File: src/rtl/jogo_pkg.sv
// Shared constants for the game's serial state transmitter: FSM codes and frame bytes.
package jogo_pkg;

    typedef enum logic [3:0] {
        OCIOSO    = 4'd0,
        CABECALHO = 4'd1,
        CONTAGEM  = 4'd2,
        BUSCA     = 4'd3,
        DADOS     = 4'd4,
        CHECKSUM  = 4'd5,
        FIM       = 4'd6
    } estado_t;

    localparam logic [7:0] HEADER_FRAME = 8'hA5;
    localparam logic       START        = 1'b0;
    localparam logic       STOP         = 1'b1;

endpackage

File: src/rtl/uart_tx_byte.sv
// 8N1 byte serialiser, LSB first. A new byte may be launched in the last stop-bit
// cycle so consecutive bytes leave no idle gap on the line.
module uart_tx_byte
    import jogo_pkg::*;
#(
    parameter int CLKS_PER_BIT = 16
) (
    input  logic       clock,
    input  logic       reset,
    input  logic       partida,
    input  logic [7:0] dado,
    output logic       saida,
    output logic       fim_byte,
    output logic       ocupado
);

    localparam int CW = (CLKS_PER_BIT > 1) ? $clog2(CLKS_PER_BIT) : 1;
    localparam logic [CW-1:0] CNT_MAX = CW'(CLKS_PER_BIT - 1);
    localparam logic [3:0]    ULTIMO_BIT = 4'd9;

    logic [9:0]    shreg;
    logic [CW-1:0] cnt;
    logic [3:0]    bit_idx;
    logic          busy;

    assign fim_byte = busy && (cnt == CNT_MAX) && (bit_idx == ULTIMO_BIT);
    assign saida    = busy ? shreg[0] : STOP;
    assign ocupado  = busy;

    always_ff @(posedge clock) begin
        if (reset) begin
            shreg   <= '1;
            cnt     <= '0;
            bit_idx <= '0;
            busy    <= 1'b0;
        end else if (partida && (!busy || fim_byte)) begin
            shreg   <= {STOP, dado, START};
            cnt     <= '0;
            bit_idx <= '0;
            busy    <= 1'b1;
        end else if (busy) begin
            if (cnt == CNT_MAX) begin
                cnt <= '0;
                if (bit_idx == ULTIMO_BIT) begin
                    busy <= 1'b0;
                end else begin
                    bit_idx <= bit_idx + 4'd1;
                    shreg   <= {STOP, shreg[9:1]};
                end
            end else begin
                cnt <= cnt + CW'(1);
            end
        end
    end

endmodule

File: src/rtl/transmissor_estado_jogo.sv
// Frame sequencer: header, count, N memory entries and XOR checksum sent back to back,
// with each entry prefetched from position memory while the previous byte is on the line.
module transmissor_estado_jogo
    import jogo_pkg::*;
#(
    parameter int CLKS_PER_BIT = 16,
    parameter int N_ENTRADAS   = 32,
    parameter int END_W        = 5
) (
    input  logic             clock,
    input  logic             reset,
    input  logic             enviar,
    output logic [END_W-1:0] end_leitura,
    input  logic [7:0]       dado_leitura,
    output logic             saida_serial,
    output logic             ocupado,
    output logic             pronto,
    output logic [3:0]       db_estado
);

    localparam logic [7:0] N_BYTE = 8'(N_ENTRADAS);
    localparam logic [7:0] ULTIMO = 8'(N_ENTRADAS - 1);

    estado_t    estado, prox;
    logic [7:0] idx, chk, buffer;
    logic       espera, chk_lancado;
    logic       partida, fim_byte, tx_ocupado;
    logic [7:0] tx_dado;
    logic       aceitar, capturar, lancar_entrada, lancar_chk;

    uart_tx_byte #(.CLKS_PER_BIT(CLKS_PER_BIT)) u_tx (
        .clock    (clock),
        .reset    (reset),
        .partida  (partida),
        .dado     (tx_dado),
        .saida    (saida_serial),
        .fim_byte (fim_byte),
        .ocupado  (tx_ocupado)
    );

    always_ff @(posedge clock) begin
        if (reset) estado <= OCIOSO;
        else       estado <= prox;
    end

    always_comb begin
        prox           = estado;
        partida        = 1'b0;
        tx_dado        = HEADER_FRAME;
        aceitar        = 1'b0;
        capturar       = 1'b0;
        lancar_entrada = 1'b0;
        lancar_chk     = 1'b0;
        case (estado)
            // fim behaves as ocioso for acceptance so frames can run back to back
            OCIOSO, FIM: begin
                prox = OCIOSO;
                if (enviar && !tx_ocupado) begin
                    aceitar = 1'b1;
                    partida = 1'b1;
                    prox    = CABECALHO;
                end
            end
            CABECALHO: if (fim_byte) begin
                partida = 1'b1;
                tx_dado = N_BYTE;
                prox    = CONTAGEM;
            end
            CONTAGEM: prox = BUSCA;
            // memory is registered: wait one cycle after the address settles
            BUSCA: if (espera) begin
                capturar = 1'b1;
                prox     = DADOS;
            end
            DADOS: if (fim_byte) begin
                partida        = 1'b1;
                tx_dado        = buffer;
                lancar_entrada = 1'b1;
                prox           = (idx < ULTIMO) ? BUSCA : CHECKSUM;
            end
            // first fim_byte ends the last entry, the second ends the checksum
            CHECKSUM: if (fim_byte) begin
                if (!chk_lancado) begin
                    partida    = 1'b1;
                    tx_dado    = chk;
                    lancar_chk = 1'b1;
                end else begin
                    prox = FIM;
                end
            end
            default: prox = OCIOSO;
        endcase
    end

    always_ff @(posedge clock) begin
        if (reset) begin
            idx         <= '0;
            chk         <= '0;
            buffer      <= '0;
            espera      <= 1'b0;
            chk_lancado <= 1'b0;
        end else begin
            espera <= (estado == BUSCA);
            if (aceitar) begin
                idx         <= '0;
                chk         <= N_BYTE;
                chk_lancado <= 1'b0;
            end
            if (capturar) buffer <= dado_leitura;
            if (lancar_entrada) begin
                chk <= chk ^ buffer;
                if (idx < ULTIMO) idx <= idx + 8'd1;
            end
            if (lancar_chk) chk_lancado <= 1'b1;
        end
    end

    assign end_leitura = END_W'(idx);
    assign ocupado     = (estado != OCIOSO) && (estado != FIM);
    assign pronto      = (estado == FIM);
    assign db_estado   = estado;

endmodule

File: config.mk
export PLATFORM = sky130hd
export DESIGN_NAME = transmissor_estado_jogo
export DESIGN_NICKNAME = d
export VERILOG_FILES = /design/src/rtl/jogo_pkg.sv /design/src/rtl/uart_tx_byte.sv /design/src/rtl/transmissor_estado_jogo.sv
export SDC_FILE = /design/constraint.sdc
export NUM_CORES = 1
export LEC_CHECK = 0
export ABC_AREA = 1
export BUFFER_PORTS_ARGS = -buffer_cell sky130_fd_sc_hd__buf_2
export CAP_MARGIN = 30
export CORE_MARGIN = 4
export CORE_UTILIZATION = 40
export CTS_CLUSTER_DIAMETER = 80
export DETAILED_ROUTE_END_ITERATION = 8
export GPL_TIMING_DRIVEN = 0
export HOLD_SLACK_MARGIN = 0.05
export PLACE_DENSITY = 0.53
export SYNTH_ARGS = -nofsm -noshare
export SYNTH_HDL_FRONTEND = slang
export SYNTH_SLANG_ARGS = --single-unit
File: constraint.sdc
create_clock -name clock -period 3.85 [get_ports clock]
set_input_delay 0.1925 -clock clock [delete_from_list [all_inputs] [get_ports clock]]
set_output_delay 0.1925 -clock clock [all_outputs]
set_load 0.02 [all_outputs]
Word-level counts from Yosys, hierarchy flattened
Cells that the tools add are included.
Widths: inputs -> output; s select.
Storage, ports and cells
  bits in registers: 48
  bits of input ports: 11
  output and inout bits: 12
  logic and storage cells: 90
Operators by class
  add/sub/neg operators: 3
  magnitude comparators: 1
  equal/unequal tests: 15
  multiplexer cells: 40
  bitwise logic cells: 2
  reductions and logical operators: 19
Operators with widths (count)
  $mux 8: 9
  $mux 9: 4
  $mux 4: 6
  $pmux 4 s6: 1
  $pmux 8 s3: 1
  $mux 1: 17
  $eq 4x3->1 const B: 3
  $add 4x1->4 const B: 2
  $add 8x1->8 const B: 1
  $eq 4x2->1 const B: 2
  $eq 4x4->1 const B: 2
  $lt 8x5->1 const B: 1
  $ne 2x1->1 const B: 4
  $reduce_bool 2->1: 4
  $xor 8x8->8: 1
  $reduce_and 3->1: 2
  $reduce_or 2->1: 3
  $logic_and 1x1->1: 5
  $reduce_and 5->1: 1
  $eq 4x1->1 const B: 1
  $logic_not 4->1: 1
  $ne 2x2->1 const B: 2
  $ne 4x3->1 const B: 1
  $reduce_bool 4->1: 1
  other kinds (5): 5

Depth between registers and ports, before layout
  word-level depth: 8
  depth in mapped cells: 11
  mapped depth without buffers: 11

Modules after synthesis
Synthesis repeated with hierarchy kept, for this count alone.
Second synthesis, totals
  cells, all modules: 359
  area total of the unflattened synthesis: 2502.4 um^2
Modules (own cells, without submodules)
  transmissor_estado_jogo: instances 1, cells each 222, area each 1535.2 um^2, sequential area each 580.6 um^2
  uart_tx_byte: instances 1, cells each 137, area each 967.2 um^2, sequential area each 360.3 um^2

Worst setup path before layout
OpenSTA, ideal clock, no wires.
  path type: reg-to-reg
  from: reg estado[0] (netlist: db_estado[0])
  to: reg u_tx.shreg[8]
  library setup time: 0.129 ns
  arrival: 1.363 ns
  data required time: 3.721 ns
  setup slack: 2.358 ns
  stages on the path, launching flop included: 9
  path buffers: 1
  clock period less this slack: 1.492 ns
  cell sequence: dfxtp_1 -> nor2_1 -> nand2_2 -> o21ai_2 -> o21ai_4 -> buf_6 -> nand3_2 -> nand2_1 -> nand3_1
Between the ends
  word-level cells in the longest chain between the ends: 6
  elaborated cells on any way between the ends: 15
  classes of those cells: 5 x eq/ne; 3 x mux; 7 x reduce/logical
RTL lines
  start, declared: RTL line transmissor_estado_jogo.sv:24  | estado_t estado, prox;
  start signal, assigned: RTL line transmissor_estado_jogo.sv:43  | else estado <= prox;
  $eq 4x3->1 (tied with other cells): RTL line transmissor_estado_jogo.sv:54  | case (estado)
  $reduce_or 2->1, on equally long branches
  $pmux 1 s3: RTL line transmissor_estado_jogo.sv:54
  $logic_and 1x1->1: RTL line uart_tx_byte.sv:36  | end else if (partida && (!busy || fim_byte)) begin
  $ne 2x1->1 (no source line) or $reduce_bool 2->1 (tied branches)
  $reduce_and 3->1 (no source line)
  end signal, assigned: RTL line uart_tx_byte.sv:37  | shreg <= {STOP, dado, START};
  end signal, assigned: RTL line uart_tx_byte.sv:48  | shreg <= {STOP, shreg[9:1]};
  end, declared: RTL line uart_tx_byte.sv:21  | logic [9:0] shreg;
Several ways; a longest one is shown, not always the timed one.
A chain may end at the register's enable or synchronous reset.

Worst setup path in the final report
  from: reg u_tx.bit_idx[0]
  to: reg idx[3]
Between the ends
  word-level cells in the longest chain between the ends: 5
RTL lines
  start, declared: RTL line uart_tx_byte.sv:23  | logic [3:0] bit_idx;
  start signal, assigned: RTL line uart_tx_byte.sv:47  | bit_idx <= bit_idx + 4'd1;
  $eq 4x4->1: RTL line uart_tx_byte.sv:26  | assign fim_byte = busy && (cnt == CNT_MAX) && (bit_idx == ULTIMO_BIT);
  $logic_and 1x1->1: RTL line uart_tx_byte.sv:26
  $mux 1: RTL line transmissor_estado_jogo.sv:75  | DADOS: if (fim_byte) begin
  $mux 1: RTL line transmissor_estado_jogo.sv:54
  $mux 8: RTL line transmissor_estado_jogo.sv:110  | if (lancar_entrada) begin
  end signal, assigned: RTL line transmissor_estado_jogo.sv:112  | if (idx < ULTIMO) idx <= idx + 8'd1;
  end, declared: RTL line transmissor_estado_jogo.sv:25  | logic [7:0] idx, chk, buffer;
No other way between the ends.

==> impl_results.md <==
- WP data arrival: roughly 2000 ps
- Max_cap viols: 0
- Total Nets Final: 389
- R2r endpoint: idx[3]
- Max VDD drop: between 0.3 and 0.4 mV
- Initial antenna violation count: 0
- Post-route setup slack: between 2000 and 2500 ps
- Drt pass-1 iters: 4
- WS Path Type: register to register
- Root buffer cell: clkbuf_8
- Final GP Congestion: around 0.81
- Critical Path Fanout Max: 7
- Finished Layout Cells: 449
- Ports: 23
- Crit path launch: u_tx.bit_idx[0]
- Met2 Track Usage GR: a little over a quarter
- Final period util: between 40 and 50%
- Crit end category: register
- Internal power: 885 uW
- Seq/Total Area, Yosys: between 30% and 40%
- Grt met3 use: ~2.8%
- Final setup vio count: 0
- CTS max path bufs: 2
- Post-CTS setup buffer count: 0
- Post_cts resized: 0
- Startpoint types: register
- Via count: around 2,200
- PwrDens: around 500 mW/mm2
- CTS tree: built
- DRT antenna net count: 0
- Power share of the sequential group: about 42%
- Die area: approximately 0.0076 mm2
- First-pass GRT wire length: a little under 10,000 um
- Leakage: 0.00124 uW
- Num Clock Sinks: 47
- Clock latency on the worst-skew pair: 300 ps
- Post-Syn Nets: around 360
- Clock Skew: about 5 ps
- Endpoints failing hold: 0
- Core box area: 0.00603 mm2
- H-tree depth: 2
- Max Slew Vio Count: 0
- Grt met1 use: between 20 and 25%
- Switching power: around 500 uW
- Status: finished clean
- Area Growth Syn to Fin: 12.0%
- RR Startpoint: u_tx.bit_idx[0]
- Hpwl dp: 4360 um
- Die height: 87.3 um
- Crit path capture: idx[3]
- Vias/cell: approximately 4.9
- FMAX: 0.550 GHz
- Final TNS setup: 0 ps
- Drt initial violations: about 130
- Register-to-Register Path Depth: 10
- Grt ovf: 0
- Mapped Cells: ~350
- CTS clk-pin slew, worst paths: roughly 90 ps
- RSZ-0062 raised after global routing: false
- Starting Density: 41.8%
- Port Buffers: 21
- Clk pwr share: between 20% and 30%
- Synth Cell Area: around 0.0025 mm2
- Vias in the first global route: about 2,000
- Drc violations: 0
- Layout cells sized above 1: approximately 18%
- Post-DR wirelength/cell: approximately 13 um
- Antenna Cells: 0
- # placed instances: around 440
- Seq cells post-synth: 47
- Largest net degree at the start of global routing: 14
- Worst min path class: input port to register
- Dpl ws: 2050 ps
- Average size of a mapped cell: between 7 and 8 um2
- Gr busiest metal: met2
- Net Sw Frac: a little over a third
- GRT Util Overall: between 15 and 20%
- Combinational share of power: 31.4%
- Number of buffers created by CTS: 5
- Hold buffers post-CTS: 0
- DRT Wirelength: 5830 um
- Syn. warnings: 0
- Worst R2R Setup Slack: between 2000 and 2500 ps
- CP Data Required Time: 4060 ps
- Unique masters post-synth: 36
- Row Count: 28
- Die extent in x: between 80 and 90 um
- Shortest period the worst path allows: around 1800 ps
per-stage QoR:
step	util, %	total power, uW	cell area (um2)	hold WS (ps)
after floorplan	-	917	2520	262
after global placement	45.1	1030	2720	435
after detailed placement	45.1	1030	2720	437
after CTS	46.8	1390	2820	153
after global routing	46.8	1460	2820	149
final	46.8	1370	2820	153
worst min path at each step:
stage                    start   endpoint  slack, ps  cells past startpoint
2_1_floorplan            reset  buffer[6]        260                      1
3_3_place_gp            idx[6]     idx[6]        440                      2
3_5_place_dp            idx[6]     idx[6]        440                      2
4_1_cts        dado_leitura[1]  buffer[1]        150                      3
5_1_grt                  reset     idx[1]        150                      2
6_report                 reset     idx[1]        150                      2
cell type report:
| type | count | area, um2 |
|---|---|---|
| fillers | 626 | 3210 |
| clock inverters | 1 | 30.0 |
| inverters | 43 | 161 |
| repair buffers | 21 | 105 |
| clock buffers | 6 | 72.6 |
| plain buffers | 15 | 114 |
| well taps | 75 | 93.8 |
| multi-input cells | 241 | 1300 |
| flip-flops and latches | 47 | 941 |
synth_stat cells:
| cell type | count | area [um2] |
|---|---|---|
| nand4_1 | 16 | 100 |
| or2_1 | 1 | 6.26 |
| nor3_2 | 2 | 20.0 |
| nor2_1 | 22 | 82.6 |
| conb_1 | 1 | 3.75 |
| nand3_1 | 40 | 200 |
| buf_6 | 3 | 33.8 |
| o21ai_0 | 17 | 85.1 |
| nand2_4 | 2 | 22.5 |
| nor2_2 | 1 | 6.26 |
| a211oi_1 | 1 | 7.51 |
| o22ai_1 | 1 | 6.26 |
| xor2_1 | 2 | 17.5 |
| inv_1 | 39 | 146 |
| inv_2 | 2 | 7.51 |
| nand2_1 | 74 | 278 |
| nor2_4 | 5 | 56.3 |
| nand3_4 | 1 | 17.5 |
| o21ai_2 | 3 | 26.3 |
| buf_2 | 1 | 5.00 |
| nor2_8 | 1 | 20.0 |
| clkinv_1 | 2 | 7.51 |
| nand2_2 | 6 | 37.5 |
| nand3b_1 | 3 | 22.5 |
| nor3_1 | 2 | 10.0 |
| clkbuf_1 | 2 | 7.51 |
| dfxtp_1 | 47 | 941 |
| a21oi_1 | 24 | 120 |
| nand3b_2 | 1 | 11.3 |
| nand3_2 | 2 | 20.0 |
| or2_0 | 1 | 6.26 |
| nor3b_1 | 5 | 37.5 |
| buf_4 | 9 | 67.6 |
| or2_2 | 2 | 12.5 |
| o21ai_4 | 1 | 16.3 |
| ha_1 | 4 | 50.1 |
per-layer routing:
layer / up-vias / wire length, um / share of wire, %
met1: 972 / 2910 / 50
met2: 29 / 2710 / 47
met3: 7 / 139 / 2.4
li1: 1185 / - / -
met5: - / 0 / 0
met4: 0 / 63 / 1.1
critical path, cell delays in order (launching register included):
cell and delay (ps):
dfxtp_1 400, ha_1 210, nand2_1 90, nor2_4 250, nand2_4 100, nor2_4 170, inv_2 110, nor2_4 170
nand2_1 110, nand2_1 70, nor2_1 40
flip-flops by register name (all words and copies together) (netlist names):
register	cells
u_tx.cnt	4
chk_lancado	1
u_tx.bit_idx	4
u_tx.shreg	9
idx	8
espera	1
buffer	8
db_estado	3
chk	8
u_tx.ocupado	1
placed cells by master (no fill, tap or decap), drive strengths merged:
cell / synthesis / layout
nor2: 29 / 29
bufinv: 0 / 1
ha: 4 / 4
conb: 1 / 1
o22ai: 1 / 1
dfxtp: 47 / 47
a21oi: 24 / 24
xor2: 2 / 2
clkbuf: 2 / 8
nand2: 82 / 82
nand3: 43 / 43
or2: 4 / 4
o21ai: 21 / 21
nor3b: 5 / 5
clkinv: 2 / 2
nand4: 16 / 16
buf: 13 / 34
nor3: 4 / 4
inv: 41 / 41
nand3b: 4 / 4
a211oi: 1 / 1
kinds of logic after synthesis:
group | after synthesis | share of synthesized area (%)
fa+ha+maj | 4 | 1.99
flops | 47 | 37.4
buf+inv | 58 | 10.9
xor+xnor | 2 | 0.696
simple gates | 187 | 38.4
other cells | 1 | 0.149
compound gates | 47 | 10.4
power groups by stage:
stage	logic (uW)	registers, uW	clock network, uW
after floorplan	318	598	0
after global placement	435	594	0
after detailed placement	435	594	0
after CTS	436	583	367
after global routing	478	591	391
final	431	583	359
(Power assumes the default switching activity.)
